`config.mk`:
```
export PLATFORM = sky130hd
export DESIGN_NAME = non_ssc_detector_flat
export DESIGN_NICKNAME = d
export VERILOG_FILES = /design/src/rtl/non_ssc_pkg.sv /design/src/rtl/non_ssc_detector_if.sv /design/src/rtl/non_ssc_tick_gen.sv /design/src/rtl/non_ssc_detector.sv /design/src/flat_wrapper.sv
export SDC_FILE = /design/constraint.sdc
export NUM_CORES = 1
export LEC_CHECK = 0
export ABC_AREA = 1
export ABC_CLOCK_PERIOD_IN_PS = 1900
export BUFFER_PORTS_ARGS = -buffer_cell sky130_fd_sc_hd__buf_2
export CORE_MARGIN = 8
export CORE_UTILIZATION = 40
export CTS_CLUSTER_SIZE = 40
export DETAILED_ROUTE_END_ITERATION = 12
export RECOVER_POWER = 50
export SKIP_CTS_REPAIR_TIMING = 1
export SYNTH_ARGS = -nofsm -noshare
export SYNTH_HDL_FRONTEND = slang
export SYNTH_SLANG_ARGS = --single-unit
```
`constraint.sdc`:
```
create_clock -name clk -period 1.9 [get_ports clk]
set_clock_uncertainty 0.15 [all_clocks]
set_input_delay 0.38 -clock clk [delete_from_list [all_inputs] [get_ports clk]]
set_output_delay 0.38 -clock clk [all_outputs]
set_load 0.05 [all_outputs]
```
`src/rtl/non_ssc_pkg.sv`:
```
// Shared types and constants for the non_ssc_detector slice.
// Also holds the prefix-matching helpers that build the FSM transition
// table at elaboration time.
// The optional macro NON_SSC_OVERLAP_EN is consumed in non_ssc_detector.sv.
package non_ssc_pkg;

    // The FSM state is the number of pattern bits matched so far.
    typedef enum logic [1:0] {
        S0 = 2'd0,
        S1 = 2'd1,
        S2 = 2'd2,
        S3 = 2'd3
    } state_t;

    localparam int         DEF_SAMPLE_DIV = 500;
    localparam logic [3:0] DEF_PATTERN    = 4'b1011;

    // Bit positions inside out_light.
    localparam int DETECT_BIT = 4;
    localparam int HIST_LSB   = 0;

    // Inputs: k pattern bits already matched, then bit b arrives.
    // Returns the longest prefix of pat (at most k+1 bits) that is a
    // suffix of that k+1 bit sequence.
    // A result of 4 means the whole pattern has matched.
    function automatic int match_len(input int k, input int b, input logic [3:0] pat);
        int p;
        int seq;
        int res;
        p   = int'(pat);
        res = 0;
        seq = ((p >> (4 - k)) << 1) | (b & 1);
        for (int len = 1; len <= 4; len++) begin
            if (len <= k + 1 && (seq & ((1 << len) - 1)) == (p >> (4 - len)))
                res = len;
        end
        return res;
    endfunction

    // Longest proper prefix of pat that is also a suffix of pat.
    function automatic int border_len(input logic [3:0] pat);
        int p;
        int res;
        p   = int'(pat);
        res = 0;
        for (int len = 1; len <= 3; len++) begin
            if ((p & ((1 << len) - 1)) == (p >> (4 - len)))
                res = len;
        end
        return res;
    endfunction

endpackage

```
`src/rtl/non_ssc_detector_if.sv`:
```
// Serial input and LED output bundle of non_ssc_detector.
// master = board side (drives data_in); slave = detector.
interface non_ssc_detector_if;
    logic       data_in;
    logic [4:0] out_light;

    modport master (output data_in, input out_light);
    modport slave  (input data_in, output out_light);
endinterface

```
`src/rtl/non_ssc_tick_gen.sv`:
```
// Sample-rate clock enable: tick is high for one clock in every SAMPLE_DIV
// clocks. The first tick after reset release comes on the SAMPLE_DIV-th clock.
module non_ssc_tick_gen #(
    parameter int SAMPLE_DIV = 500
) (
    input  logic clk,
    input  logic rst,
    output logic tick
);
    localparam int            CW   = (SAMPLE_DIV > 2) ? $clog2(SAMPLE_DIV) : 1;
    localparam logic [CW-1:0] LAST = CW'(SAMPLE_DIV - 1);

    logic [CW-1:0] cnt_reg;

    // Free-running counter: runs 0..SAMPLE_DIV-1, then wraps to 0.
    always_ff @(posedge clk) begin
        if (rst)
            cnt_reg <= '0;
        else if (cnt_reg == LAST)
            cnt_reg <= '0;
        else
            cnt_reg <= cnt_reg + 1'b1;
    end

    assign tick = (cnt_reg == LAST);
endmodule

```
`src/rtl/non_ssc_detector.sv`:
```
// Slow serial pattern detector that drives 5 LEDs.
// data_in is sampled once per SAMPLE_DIV clocks.
// A 4-bit PATTERN is detected with a prefix-tracking FSM.
// out_light = {detect, last four samples}; it is registered one clock after
// the sampling edge.
// Optional macro NON_SSC_OVERLAP_EN: after a detection the FSM resumes from
// the pattern's self-overlap instead of S0.
module non_ssc_detector
    import non_ssc_pkg::*;
#(
    parameter int         SAMPLE_DIV = DEF_SAMPLE_DIV,
    parameter logic [3:0] PATTERN    = DEF_PATTERN
) (
    input  logic                clk,
    input  logic                rst,
    non_ssc_detector_if.slave   bus
);
`ifdef NON_SSC_OVERLAP_EN
    localparam state_t RESTART = state_t'(2'(border_len(PATTERN)));
`else
    localparam state_t RESTART = S0;
`endif

    logic       tick;
    state_t     state_reg, state_next;
    logic [3:0] hist_reg, hist_next;
    logic       det_reg, det_next;
    logic [4:0] out_reg;
    logic [2:0] adv;
    logic [2:0] adv_tab [8];

    non_ssc_tick_gen #(.SAMPLE_DIV(SAMPLE_DIV)) u_tick (
        .clk  (clk),
        .rst  (rst),
        .tick (tick)
    );

    // Transition table indexed by {state, sampled bit}.
    // Each entry is the new match length; 4 means a full detection.
    generate
        for (genvar gi = 0; gi < 8; gi++) begin : g_adv
            localparam int LEN = match_len(gi / 2, gi % 2, PATTERN);
            assign adv_tab[gi] = 3'(LEN);
        end
    endgenerate

    // Next-state logic: state and history move only on ticks.
    always_comb begin
        state_next = state_reg;
        hist_next  = hist_reg;
        det_next   = det_reg;
        adv        = adv_tab[{state_reg, bus.data_in}];
        if (tick) begin
            hist_next = {hist_reg[2:0], bus.data_in};
            if (adv == 3'd4) begin
                state_next = RESTART;
                det_next   = 1'b1;
            end else begin
                state_next = state_t'(adv[1:0]);
                det_next   = 1'b0;
            end
        end
    end

    // Registers for the FSM state, the sample history and the detect flag.
    always_ff @(posedge clk) begin
        if (rst) begin
            state_reg <= S0;
            hist_reg  <= '0;
            det_reg   <= 1'b0;
        end else begin
            state_reg <= state_next;
            hist_reg  <= hist_next;
            det_reg   <= det_next;
        end
    end

    // LED register: the detect flag and the history always update together.
    always_ff @(posedge clk) begin
        if (rst) begin
            out_reg <= '0;
        end else begin
            out_reg[DETECT_BIT]    <= det_reg;
            out_reg[HIST_LSB +: 4] <= hist_reg;
        end
    end

    assign bus.out_light = out_reg;
endmodule

```
`src/flat_wrapper.sv`:
```
// flat-port wrapper written by rule: the top's interface ports become plain ports
module non_ssc_detector_flat import non_ssc_pkg::*;
#(
    parameter int         SAMPLE_DIV = DEF_SAMPLE_DIV,
    parameter logic [3:0] PATTERN    = DEF_PATTERN
)
  (clk, rst, bus_data_in, bus_out_light);
  non_ssc_detector_if bus_i ();
  input  logic clk;
  input  logic rst;
  input wire logic [$bits(bus_i.data_in)-1:0] bus_data_in;
  output wire logic [$bits(bus_i.out_light)-1:0] bus_out_light;
  assign bus_i.data_in = bus_data_in;
  assign bus_out_light = bus_i.out_light;
  non_ssc_detector #(.SAMPLE_DIV(SAMPLE_DIV), .PATTERN(PATTERN)) u_core (.clk(clk), .rst(rst), .bus(bus_i));
endmodule
```
* After elaboration in Yosys (flattened, before gate mapping)
Memory sizes are Yosys's and may differ from the RTL's.
Cells that the tools add are included.
** Word-level totals
- Memories :: 1
- Output and inout port bits :: 5
- Word-level logic and storage cells :: 16
- Input port bits :: 3
- Register bits after elaboration :: 21
- Bits in read-only memories :: 24
** Cells by class
- Equality and inequality tests :: 2
- Muxes and demuxes :: 4
- $lt $le $gt $ge :: 1
- Bitwise logic cells :: 1
- Add/sub/neg operators :: 1
- Reductions and logical operators :: 1
** Memories
- (name not given) :: words 8, bits a word 3, rd ports 1, clocked after Yosys merged registers in 0, write ports 0, RTL line non_ssc_detector.sv:52 : adv = adv_tab[{state_reg, bus.data_in}];
** Operators by type and width (count)
- 9-bit by 1-bit adder with 9-bit output, second input constant :: 1
- 9-bit == test, second input constant :: 1
- 3-bit two-way mux :: 2
- 4-bit greater-or-equal comparator, second input constant :: 1
- 3-bit inverter with 4-bit output :: 1
- 3-bit == test, second input constant :: 1
- 2-bit two-way mux :: 1
- 2-bit OR reduction :: 1
- 1-bit two-way mux :: 1

* Logic depth before layout (Yosys ltp)
- Depth after elaboration :: 6
- Mapped depth :: 8
- Mapped depth without buffers :: 8

* By module
A second synthesis with hierarchy kept.
** Unflattened totals
- Cells, all modules :: 123
- Area, all modules :: 913.4 µm²
** By module, submodules not included
- non_ssc_tick_gen :: instances 1, sequential area each 180.2 µm², area each 460.4 µm², cells each 67
- non_ssc_detector :: instances 1, sequential area each 240.2 µm², area each 452.9 µm², cells each 56

* Least setup slack after synthesis
OpenSTA, ideal clock, no wires.
- Path type :: register -> register
- Start :: register u_core.u_tick.cnt_reg[0]
- End :: register u_core.u_tick.cnt_reg[5]
- Period minus slack after synthesis :: 1.372 ns
- Path slack :: 0.528 ns
- Stages on the path, launching flop included :: 9
- Data required time :: 1.641 ns
- Path buffers :: 0
- Setup time :: 0.109 ns
- Data arrival time :: 1.114 ns
- Cells stage by stage :: dfxtp_1 > ha_1 > nand2_2 > nor2_4 > nand2_4 > nand2_4 > inv_2 > nand2_1 > inv_1
** Between the ends
- Longest elaborated chain between the ends :: 2
- Elaborated cells on any way between the ends :: 3
- Classes of those cells :: add/sub (1); eq/ne (1); reduce/logical (1)
** Ends and longest elaborated chain
- start, declared :: RTL line non_ssc_tick_gen.sv:13 : logic [CW-1:0] cnt_reg;
- start signal, assigned :: RTL line non_ssc_tick_gen.sv:22 : cnt_reg <= cnt_reg + 1'b1;
- branches (longest 2 deep; another with 9-bit by 1-bit adder with 9-bit output)
Parallel ways; which one is timed is not known.
A chain may end at the register's enable or synchronous reset.

* Worst setup path after layout
- Start :: register u_core.out_reg[4] (netlist: u_core.bus.out_light[4])
- End :: output bus_out_light[4]
** RTL lines
- start, declared :: RTL line non_ssc_detector.sv:28 : logic [4:0] out_reg;
- start signal, assigned by index :: RTL line non_ssc_detector.sv:83 : out_reg[DETECT_BIT] <= det_reg;
- start signal, assigned by index :: RTL line non_ssc_detector.sv:84 : out_reg[HIST_LSB +: 4] <= hist_reg;
- end, declared :: RTL line flat_wrapper.sv:12 : output wire logic [$bits(bus_i.out_light)-1:0] bus_out_light;
No word-level cell between the ends.

==> out/qor.yml <==
worst_setup_path:
  start_kind: "register"
  r2r-end: "u_core.u_tick.cnt_reg[5]"
  ff2ff_setup_slack_ns: 0.33
  crit_cells: 1
  cp_slowest_stage_delay_ns: 0.46
  rr_worst_depth: 8
  crit_fanout: 1
  required_ns: 1.37
  rr_startpoint: "u_core.u_tick.cnt_reg[0]"
  crit_path_top_delay_cell: "clkbuf_1"
  crit_type: "reg -> out"
  crit_arrival_ns: 1.07
  cp_top_family: "buffers and inverters"
  end_kind: "output pin"
  critPathBufInv: 1
  cp_cell_sequence: "clkbuf_1"
synthesis:
  synth-simple-area-share_pct: 33.20
  yosys.area.top_type: "dfxtp_1"
  synth_compound_area_share_pct: 7.258
  synth_nets: 130
  synth_warnings: 0
  synth_mux_area_share_pct: 0
  syn_area_um2: 930.9
  yosysUniqueCellTypes: 19
  syn_area_per_cell_um2: 7.568
  async_flop_share_pct: 0
  synth-edff-count: 0
  synthAdderAreaFrac_pct: 5.376
  synth_area_leaders: "dfxtp_1 45%, nand2_1 11%, inv_1 7.3%, nor2_1 6.5%, a21oi_1 5.4%"
  seq_area_frac_synth_pct: 45.16
  synth_top_family_by_area: "simple AND/OR/NAND/NOR gates"
  synth-main-ff-cell: "dfxtp_1"
  synth_cells: 123
  synth.ff_latch_count: 21
  synthXorXnorAreaFrac_pct: 0.9409
  synth_top_area_share_pct: 45.16
global_routing:
  grt_pass1_vias: 729
  grt_max_degree: 12
  grt.busiest_layer: "met2"
  track_usage_pct: 8.830
  grt_use_met1_pct: 9.960
  grt_use_met3_pct: 2.439
  met2_usage_pct: 15.03
  grt-ovfl-total: 0
  grt_pass1_wl_um: 3015
  grt_antenna_before_repair: 0
detailed_routing:
  drt_iter0_drc: 32
  ant_nets: 0
  vias_per_cell: 4.522
  drt-total-wl_um: 1663
  drt_first_pass_iters: 4
  drc: 0
  dr_total_vias: 728
  wl_per_cell_um: 10.33
floorplan:
  io_pins: 8
  start_util_pct: 42.08
  num_rows: 17
  chipWidth_um: 64.24
  core_mm2: 0.002212
  die_h_um: 64.24
  dieArea_mm2: 0.004127
finish:
  n_fill_cell: 241
  final_area_mm2: 0.001015
  seqCellArea_um2: 420.4
  area_growth_pct: 9.005
  drive_gt1_share_pct: 9.774
  fin_nets: 141
  antenna_cells: 0
  largest_reg_flops: 9
  final_cells: 161
  multi_input_area_um2: 432.9
pwr:
  p_leak_nw: 0.4262
  power_switching_w: 0.0001526
  power_w: 0.0006887
  vdd_drop_max_mv: 0.2737
  clkPwrFrac_pct: 30.5
  switching_share_pct: 22.16
  seqPwrFrac_pct: 65.3
  p_int_w: 0.0005361
  powerDensity_mw_per_mm2: 678.7
  comb_power_share_pct: 4.1
sta:
  final.period_utilization_pct: 84.17
  setup_viol: 0
  slew_viol_final: 0
  hold_violations: 0
  rsz0062_at_grt: "false"
  fmax_mhz: 625.3
  worst_pin_slew_ns: 0.5965
  tns_ns: 0
  finalCriticalPeriod_ns: 1.599
  slew_headroom_pct: 60.40
hold_path:
  hold_end: "u_core.state_reg[1]"
  hp-class: "in -> reg"
  holdPathStages: 2
  min_from: "rst"
placement:
  dp.cells: 157
  hpwl_um: 1210
  portBuffers: 7
  place_area_um2: 997.2
  routabilityCongestion: 0.7443
status:
  outcome: "completed"
clock_network:
  clkSinkCount: 21
  htree_levels: 1
  cts_buffers: 3
  cts_buffer_depth: 2
  path_clk_slew_ns: 0.11
  root_buffer: "clkbuf_4"
  cts_tree: "done"
  clk_latency_ns: 0.30
run:
  maxCapViolCount: 0
power groups by stage:
stage	logic [W]	registers [W]	clock network (W)
floorplan	0.0000216	0.000459	0
global route	0.0000331	0.000451	0.000229
global placement	0.0000277	0.000460	0
detailed placement	0.0000292	0.000460	0
finish	0.0000284	0.000450	0.000210
CTS	0.0000298	0.000450	0.000214
worst max-delay path by stage:
stage,startpoint,end,slack (ns)
floorplan,u_core.u_tick.cnt_reg[0],u_core.u_tick.cnt_reg[5],0.53
global placement,u_core.u_tick.cnt_reg[0],u_core.u_tick.cnt_reg[5],0.38
detailed placement,u_core.u_tick.cnt_reg[0],u_core.u_tick.cnt_reg[5],0.35
CTS,u_core.u_tick.cnt_reg[0],u_core.u_tick.cnt_reg[5],0.34
global route,u_core.u_tick.cnt_reg[1],u_core.u_tick.cnt_reg[5],0.19
finish,u_core.bus.out_light[4],bus_out_light[4],0.30
per-layer routing:
| metal | vias up | wire length [µm] |
|---|---|---|
| met1 | 323 | 817 |
| li1 | 399 | - |
| met5 | - | 0 |
| met2 | 4 | 774 |
| met4 | 0 | 17 |
| met3 | 2 | 53 |
synthesized netlist by cell type (2+ instances only):
cell type,number
nand2_1,28
dfxtp_1,21
inv_1,18
nor2_1,16
a21oi_1,10
nand3_1,9
ha_1,4
nand2_2,3
nand2_4,2
nand3b_1,2
o21ai_0,2
area by class of cell:
cell class	count	share of cell area, %
Multi-Input combinational cell	82	42.66
Inverter	19	7.028
Clock buffer	4	2.589
Sequential cell	21	41.43
Tap cell	28	3.453
Timing Repair Buffer	7	2.836
placed cells by master, fill, tap and decap left out:
master	netlist	routed
inv_1	18	18
nor3_1	1	1
ha_1	4	4
nor2_4	1	1
nor2_8	1	1
buf_2	0	2
nand2_4	2	2
inv_2	1	1
o21ai_0	2	2
nand2_1	28	29
clkbuf_4	0	3
a21oi_1	10	10
nor2_1	16	16
or2_2	1	1
nand3_1	9	9
clkbuf_1	1	6
xor2_1	1	1
o21a_1	1	1
dfxtp_1	21	21
nand3b_1	2	2
nand2_2	3	2
through the flow:
stage | hold slack (ns) | utilization, % | setup WS [ns]
after CTS | 0.2273 | 46.27 | 0.3397
after detailed placement | 0.2608 | 45.08 | 0.3528
after global placement | 0.2606 | 45.08 | 0.3765
final | 0.2286 | 45.87 | 0.3007
after floorplan | 0.2531 | - | 0.5277
after global routing | 0.2505 | 45.87 | 0.1888
cell families (layout without fill, tap and decap cells):
group           after synthesis  after routing
simple gates                 64             64
flops                        21             21
buf+inv                      20             30
compound gates               13             13
fa+ha+maj                     4              4
xor+xnor                      1              1
(Power assumes the default switching activity.)
